--- config.mk ---
export PLATFORM = sky130hd
export DESIGN_NAME = mcp3008_responder
export DESIGN_NICKNAME = d
export VERILOG_FILES = /design/src/rtl/mcp3008_responder.sv
export SDC_FILE = /design/constraint.sdc
export NUM_CORES = 1
export LEC_CHECK = 0
export BUFFER_PORTS_ARGS = -buffer_cell sky130_fd_sc_hd__buf_4
export CAP_MARGIN = 20
export CORE_MARGIN = 3
export CORE_UTILIZATION = 35
export DETAILED_ROUTE_END_ITERATION = 12
export HOLD_SLACK_MARGIN = 0.03
export PLACE_DENSITY_LB_ADDON = 0.2
export SLEW_MARGIN = 20
export SYNTH_ARGS = -nofsm -noshare
export SYNTH_HDL_FRONTEND = slang
export SYNTH_SLANG_ARGS = --single-unit
--- constraint.sdc ---
create_clock -name clk -period 6.3 [get_ports clk]
set_input_delay 1.26 -clock clk [delete_from_list [all_inputs] [get_ports clk]]
set_output_delay 1.26 -clock clk [all_outputs]
set_load 0.005 [all_outputs]
--- src/rtl/mcp3008_responder.sv ---
// mcp3008_responder: emulates the responder side of an MCP3008-class
// 10-bit, 8-channel SPI ADC. The SPI pins are oversampled on clk. A
// start/SGL/D2..D0 command is decoded, the selected code is latched from
// ch_data, and the result is shifted out on dout with datasheet framing:
// null bit, B9..B0, B1..B9, then zeros until cs is released.
`timescale 1ns/1ps

module mcp3008_responder #(
    parameter int CH_BITS = 10,
    parameter int NUM_CH  = 8
) (
    input  logic                      clk,
    input  logic                      rst,
    input  logic                      ad_clk,
    input  logic                      cs,
    input  logic                      din,
    input  logic [NUM_CH*CH_BITS-1:0] ch_data,
    output logic                      dout,
    output logic                      dout_oe,
    output logic                      conv_done,
    output logic                      conv_single,
    output logic [2:0]                conv_channel,
    output logic [CH_BITS-1:0]        conv_code
);

    typedef enum logic [2:0] {
        ST_IDLE,
        ST_WAIT_START,
        ST_CMD,
        ST_SAMPLE,
        ST_NULL,
        ST_MSB,
        ST_LSB,
        ST_ZERO
    } state_t;

    localparam logic [3:0] LAST_MSB = 4'(CH_BITS - 1);
    localparam logic [3:0] LAST_LSB = 4'(CH_BITS - 2);
    localparam logic [3:0] LAST_CMD = 4'd3;

    // Synchronizers and edge detection
    logic       ad_clk_s1_q, ad_clk_s2_q, ad_clk_s3_q;
    logic       cs_s1_q, cs_s2_q;
    logic       din_s1_q, din_s2_q;
    logic [1:0] fill_q;
    logic       armed_q;
    logic       ad_rise, ad_fall;

    // FSM and output registers
    state_t               state_q, state_d;
    logic [3:0]           cnt_q, cnt_d;
    logic [3:0]           cmd_q, cmd_d;
    logic                 dout_q, dout_d;
    logic                 dout_oe_q, dout_oe_d;
    logic                 conv_done_q, conv_done_d;
    logic                 conv_single_q, conv_single_d;
    logic [2:0]           conv_channel_q, conv_channel_d;
    logic [CH_BITS-1:0]   conv_code_q, conv_code_d;

    // Channel view; channels beyond NUM_CH read as zero
    logic [CH_BITS-1:0]   ch_arr [8];
    logic [CH_BITS-1:0]   ch_pos, ch_neg, code_sel;

    for (genvar g = 0; g < 8; g++) begin : g_ch
        if (g < NUM_CH) begin : g_used
            assign ch_arr[g] = ch_data[g*CH_BITS +: CH_BITS];
        end else begin : g_empty
            assign ch_arr[g] = '0;
        end
    end

    // Bring the asynchronous SPI pins into the clk domain
    always_ff @(posedge clk or posedge rst) begin
        if (rst) begin
            ad_clk_s1_q <= 1'b0;
            ad_clk_s2_q <= 1'b0;
            ad_clk_s3_q <= 1'b0;
            // NOTE: cs is active-low, so its synchronizer resets to the
            // inactive level; resetting to 0 would fake a selected frame.
            cs_s1_q     <= 1'b1;
            cs_s2_q     <= 1'b1;
            din_s1_q    <= 1'b0;
            din_s2_q    <= 1'b0;
            fill_q      <= 2'b00;
            armed_q     <= 1'b0;
        end else begin
            // NOTE: non-blocking assignments make every flop sample the
            // pre-edge value, which is what forms a real shift chain.
            ad_clk_s1_q <= ad_clk;
            ad_clk_s2_q <= ad_clk_s1_q;
            ad_clk_s3_q <= ad_clk_s2_q;
            cs_s1_q     <= cs;
            cs_s2_q     <= cs_s1_q;
            din_s1_q    <= din;
            din_s2_q    <= din_s1_q;
            fill_q      <= {fill_q[0], 1'b1};
            // Arm only once a genuine high cs has passed the synchronizer,
            // so a frame cut by reset is never resumed.
            armed_q     <= armed_q | (cs_s2_q & fill_q[1]);
        end
    end

    assign ad_rise = ad_clk_s2_q & ~ad_clk_s3_q;
    assign ad_fall = ~ad_clk_s2_q & ad_clk_s3_q;

    // Conversion result: single-ended pick or clamped differential
    always_comb begin
        ch_pos   = ch_arr[cmd_q[2:0]];
        ch_neg   = ch_arr[cmd_q[2:0] ^ 3'd1];
        code_sel = '0;
        if (cmd_q[3]) begin
            code_sel = ch_pos;
        end else if (ch_pos > ch_neg) begin
            code_sel = ch_pos - ch_neg;
        end
    end

    // State and output registers
    always_ff @(posedge clk or posedge rst) begin
        if (rst) begin
            state_q        <= ST_IDLE;
            cnt_q          <= '0;
            cmd_q          <= '0;
            dout_q         <= 1'b0;
            dout_oe_q      <= 1'b0;
            conv_done_q    <= 1'b0;
            conv_single_q  <= 1'b0;
            conv_channel_q <= '0;
            conv_code_q    <= '0;
        end else begin
            state_q        <= state_d;
            cnt_q          <= cnt_d;
            cmd_q          <= cmd_d;
            dout_q         <= dout_d;
            dout_oe_q      <= dout_oe_d;
            conv_done_q    <= conv_done_d;
            conv_single_q  <= conv_single_d;
            conv_channel_q <= conv_channel_d;
            conv_code_q    <= conv_code_d;
        end
    end

    // Frame sequencing; a deasserted cs overrides any pending edge
    always_comb begin
        // NOTE: every target gets a default first so no path can leave a
        // variable unassigned and infer a latch.
        state_d        = state_q;
        cnt_d          = cnt_q;
        cmd_d          = cmd_q;
        dout_d         = dout_q;
        dout_oe_d      = dout_oe_q;
        conv_done_d    = 1'b0;
        conv_single_d  = conv_single_q;
        conv_channel_d = conv_channel_q;
        conv_code_d    = conv_code_q;

        if (cs_s2_q) begin
            state_d   = ST_IDLE;
            cnt_d     = '0;
            cmd_d     = '0;
            dout_d    = 1'b0;
            dout_oe_d = 1'b0;
        end else begin
            unique case (state_q)
                ST_IDLE: begin
                    dout_d    = 1'b0;
                    dout_oe_d = 1'b0;
                    cnt_d     = '0;
                    if (armed_q) state_d = ST_WAIT_START;
                end
                ST_WAIT_START: begin
                    if (ad_rise && din_s2_q) begin
                        state_d = ST_CMD;
                        cnt_d   = '0;
                    end
                end
                ST_CMD: begin
                    if (ad_rise) begin
                        cmd_d = {cmd_q[2:0], din_s2_q};
                        if (cnt_q == LAST_CMD) begin
                            state_d = ST_SAMPLE;
                            cnt_d   = '0;
                        end else begin
                            cnt_d = cnt_q + 4'd1;
                        end
                    end
                end
                ST_SAMPLE: begin
                    if (ad_rise) begin
                        conv_done_d    = 1'b1;
                        conv_single_d  = cmd_q[3];
                        conv_channel_d = cmd_q[2:0];
                        conv_code_d    = code_sel;
                        state_d        = ST_NULL;
                    end
                end
                ST_NULL: begin
                    if (ad_fall) begin
                        dout_oe_d = 1'b1;
                        dout_d    = 1'b0;
                        cnt_d     = '0;
                        state_d   = ST_MSB;
                    end
                end
                ST_MSB: begin
                    if (ad_fall) begin
                        dout_d = conv_code_q[LAST_MSB - cnt_q];
                        if (cnt_q == LAST_MSB) begin
                            state_d = ST_LSB;
                            cnt_d   = '0;
                        end else begin
                            cnt_d = cnt_q + 4'd1;
                        end
                    end
                end
                ST_LSB: begin
                    if (ad_fall) begin
                        dout_d = conv_code_q[cnt_q + 4'd1];
                        if (cnt_q == LAST_LSB) begin
                            state_d = ST_ZERO;
                            cnt_d   = '0;
                        end else begin
                            cnt_d = cnt_q + 4'd1;
                        end
                    end
                end
                ST_ZERO: begin
                    if (ad_fall) dout_d = 1'b0;
                end
                default: state_d = ST_IDLE;
            endcase
        end
    end

    assign dout         = dout_q;
    assign dout_oe      = dout_oe_q;
    assign conv_done    = conv_done_q;
    assign conv_single  = conv_single_q;
    assign conv_channel = conv_channel_q;
    assign conv_code    = conv_code_q;

endmodule

==> flow_summary.json <==
{
  "finalWorstSetupSlack_ps": 2120,
  "dpl.hpwl_um": 6170,
  "slew_violations": 0,
  "whs_ps": 356,
  "hold_path.class": "reg2reg",
  "vias_per_cell": 5.40,
  "synth_cell_types": 52,
  "cts_root_buf": "clkbuf_8",
  "cts_sinks": 38,
  "antenna_left": 0,
  "relSlewSlack_pct": 34.9,
  "p_leak_nw": 1.69,
  "first_global_vias": 2796,
  "num_vias": 2639,
  "firstDrtPassIters": 4,
  "syn2layout_area_growth_pct": 32.2,
  "die_w_um": 98.6,
  "die_height_um": 98.6,
  "synth_ff_type": "dfrtp_1",
  "fillers": 811,
  "critical_path_class": "reg2reg",
  "seq_area_um2": 953,
  "finalSetupViolations": 0,
  "multi_input_area_um2": 1930,
  "tightest_slew_ps": 976,
  "drt-met1-wl_um": 3490,
  "cp.arrival_ps": 4370,
  "tns_ps": 0,
  "cts_resized": 0,
  "grt_usage_pct": 16.4,
  "io_buffers": 101,
  "post_cts_buffers": 0,
  "netlist_instances": 291,
  "ys_ff_latch": 38,
  "met3_length_um": 471,
  "cp-start-kind": "register",
  "worstSetupEndpointType": "register",
  "syn_area_um2": 3000,
  "async_flop_share_pct": 100,
  "period_share_pct": 66.3,
  "max-vdd-ir-drop_uv": 94.3,
  "clk-insertion-delay-late_ps": 290,
  "cp-startpoint": "cmd_q[1]$_DFFE_PP0P_",
  "synth_nets": 391,
  "wl_um": 7680,
  "grt_antenna_before_repair": 0,
  "required_ps": 6490,
  "cts_buffers": 5,
  "skew_ps": 10.5,
  "yosys_warnings": 0,
  "r2r-start": "cmd_q[1]$_DFFE_PP0P_",
  "status": "finished, final reports clean",
  "drtIter0Drc": 146,
  "power_density_nw_per_um2": 247,
  "grt-ovfl-total": 0,
  "grt_pass1_wl_um": 13200,
  "io_pins": 102,
  "syn_avg_cell_area_um2": 10.3,
  "max_cap_viol_count": 0,
  "period_minus_slack_ps": 4180,
  "clk_pin_slew_ps": 90,
  "drive_above_1_share_pct": 40.4,
  "grt_max_degree": 39,
  "cts_tree": "done",
  "fp.coreArea_um2": 8260,
  "start_util_pct": 36.4,
  "h-tree-depth": 2,
  "hold_buffers": 0,
  "rows": 33,
  "nNetsFinal": 483,
  "diodes": 0,
  "finalHoldViolCount": 0,
  "wl_met2_um": 3640,
  "drc_errors": 0,
  "die_area_um2": 9730,
  "ys_seq_area_share_pct": 31.8,
  "worstPathMaxFanout": 18,
  "cts_max_path_buffers": 2,
  "synth_edf_count": 0,
  "dp_slack_ps": 1880,
  "rsz0062_at_grt": "false",
  "place.gp.congestion": 0.828,
  "routedWlPerCell_um": 15.7,
  "timing.fmax_ghz": 0.239,
  "worstHoldStart": "ad_clk_s1_q$_DFF_PP0_",
  "top_layer": "met4"
}
==> worst paths after layout <==
kind,cells after the start,slack (ps),endpoint
max in group asynchronous,3,4870,cs_s2_q$_DFF_PP1_
hold reg to reg,0,360,ad_clk_s2_q$_DFF_PP0_
hold / removal,0,360,ad_clk_s2_q$_DFF_PP0_
min in group asynchronous,3,1070,din_s1_q$_DFF_PP0_
setup reg to reg,10,2120,conv_code[3]$_DFFE_PP0P_
setup / recovery,10,2120,conv_code[3]$_DFFE_PP0P_
==> cell type report <==
| class | count | share of cell area (%) |
|---|---|---|
| Clock buffer | 5 | 1.73 |
| Timing Repair Buffer | 104 | 19.7 |
| Clock inverter | 3 | 1.73 |
| Sequential cell | 38 | 24.0 |
| Multi-Input combinational cell | 224 | 48.6 |
| Inverter | 10 | 0.946 |
| Tap cell | 105 | 3.31 |
==> cells in the mapped netlist (3+ instances only) <==
| master | n | share of area [%] |
|---|---|---|
| mux2i_1 | 12 | 4.0 |
| nor3_1 | 5 | 0.83 |
| ha_1 | 14 | 5.8 |
| nand3_1 | 13 | 2.2 |
| mux4_2 | 24 | 18 |
| a21oi_1 | 18 | 3.0 |
| nor3b_1 | 3 | 0.75 |
| o21ai_0 | 9 | 1.5 |
| nand2b_1 | 7 | 1.5 |
| nor2b_1 | 4 | 0.83 |
| a21o_1 | 3 | 0.75 |
| inv_1 | 10 | 1.3 |
| xnor2_1 | 7 | 2.0 |
| mux2_2 | 9 | 3.4 |
| nand2_1 | 34 | 4.2 |
| buf_1 | 4 | 0.50 |
| o31ai_1 | 5 | 1.3 |
| o211ai_1 | 6 | 1.5 |
| clkbuf_1 | 10 | 1.3 |
| buf_2 | 4 | 0.67 |
| nor2_1 | 14 | 1.7 |
| o22ai_1 | 4 | 0.83 |
| dfrtp_1 | 36 | 30 |
==> sequential cells by signal, summed over array words and instances (netlist names), 2 cells and up <==
register,flops
conv_code,10
state_q,3
cmd_q,4
cnt_q,4
conv_channel,3
fill_q,2
==> routing by layer <==
| layer | global-route usage [%] | up-vias |
|---|---|---|
| met3 | 3.33 | 8 |
| met2 | 26.6 | 107 |
| met1 | 22.7 | 1248 |
| met5 | 0 | - |
| li1 | - | 1276 |
| met4 | 4.20 | 0 |
==> stage by stage <==
stage	total power [W]	util, %	instances	cell area [µm²]
floorplan	0.000578	-	291	3000
global placement	0.000724	46.4	481	3830
detailed placement	0.000733	46.4	481	3830
CTS	0.000987	48.1	489	3970
global route	0.00105	48.1	489	3970
finish	0.000979	48.1	489	3970
==> cell families after synthesis <==
family | count (synthesis) | synth area share [%]
compound gates | 61 | 13.7
xor+xnor | 9 | 2.63
fa+ha+maj | 15 | 6.50
buf+inv | 29 | 4.04
flops | 38 | 31.7
mux | 45 | 25.4
other cells | 1 | 0.125
simple gates | 93 | 15.9
==> worst max-delay path: stages (launching register included) <==
cell and delay (ps):
dfrtp_1 990, mux4_2 620, mux2_2 290, ha_1 210, fa_1 380, nor2b_1 180, o21ai_0 130, o211a_1 260
o221ai_1 160, or4b_4 560, o311ai_2 300
==> report_power, final <==
group	internal, W	switching, W
Combinational	0.000206	0.000162
Sequential	0.000290	0.0000692
Clock	0.000159	0.0000929
==> layout by cell type (no fill, tap or decap), types with 9 or more instances in the layout <==
master and count:
nor2_1 14, inv_1 10, mux4_2 24, buf_4 104, a21oi_1 18, mux2i_1 12, dfrtp_1 36, nand2_1 34
nand3_1 13, mux2_2 9, ha_1 14, o21ai_0 9
Note: power is estimated with default switching activity, not from simulation.
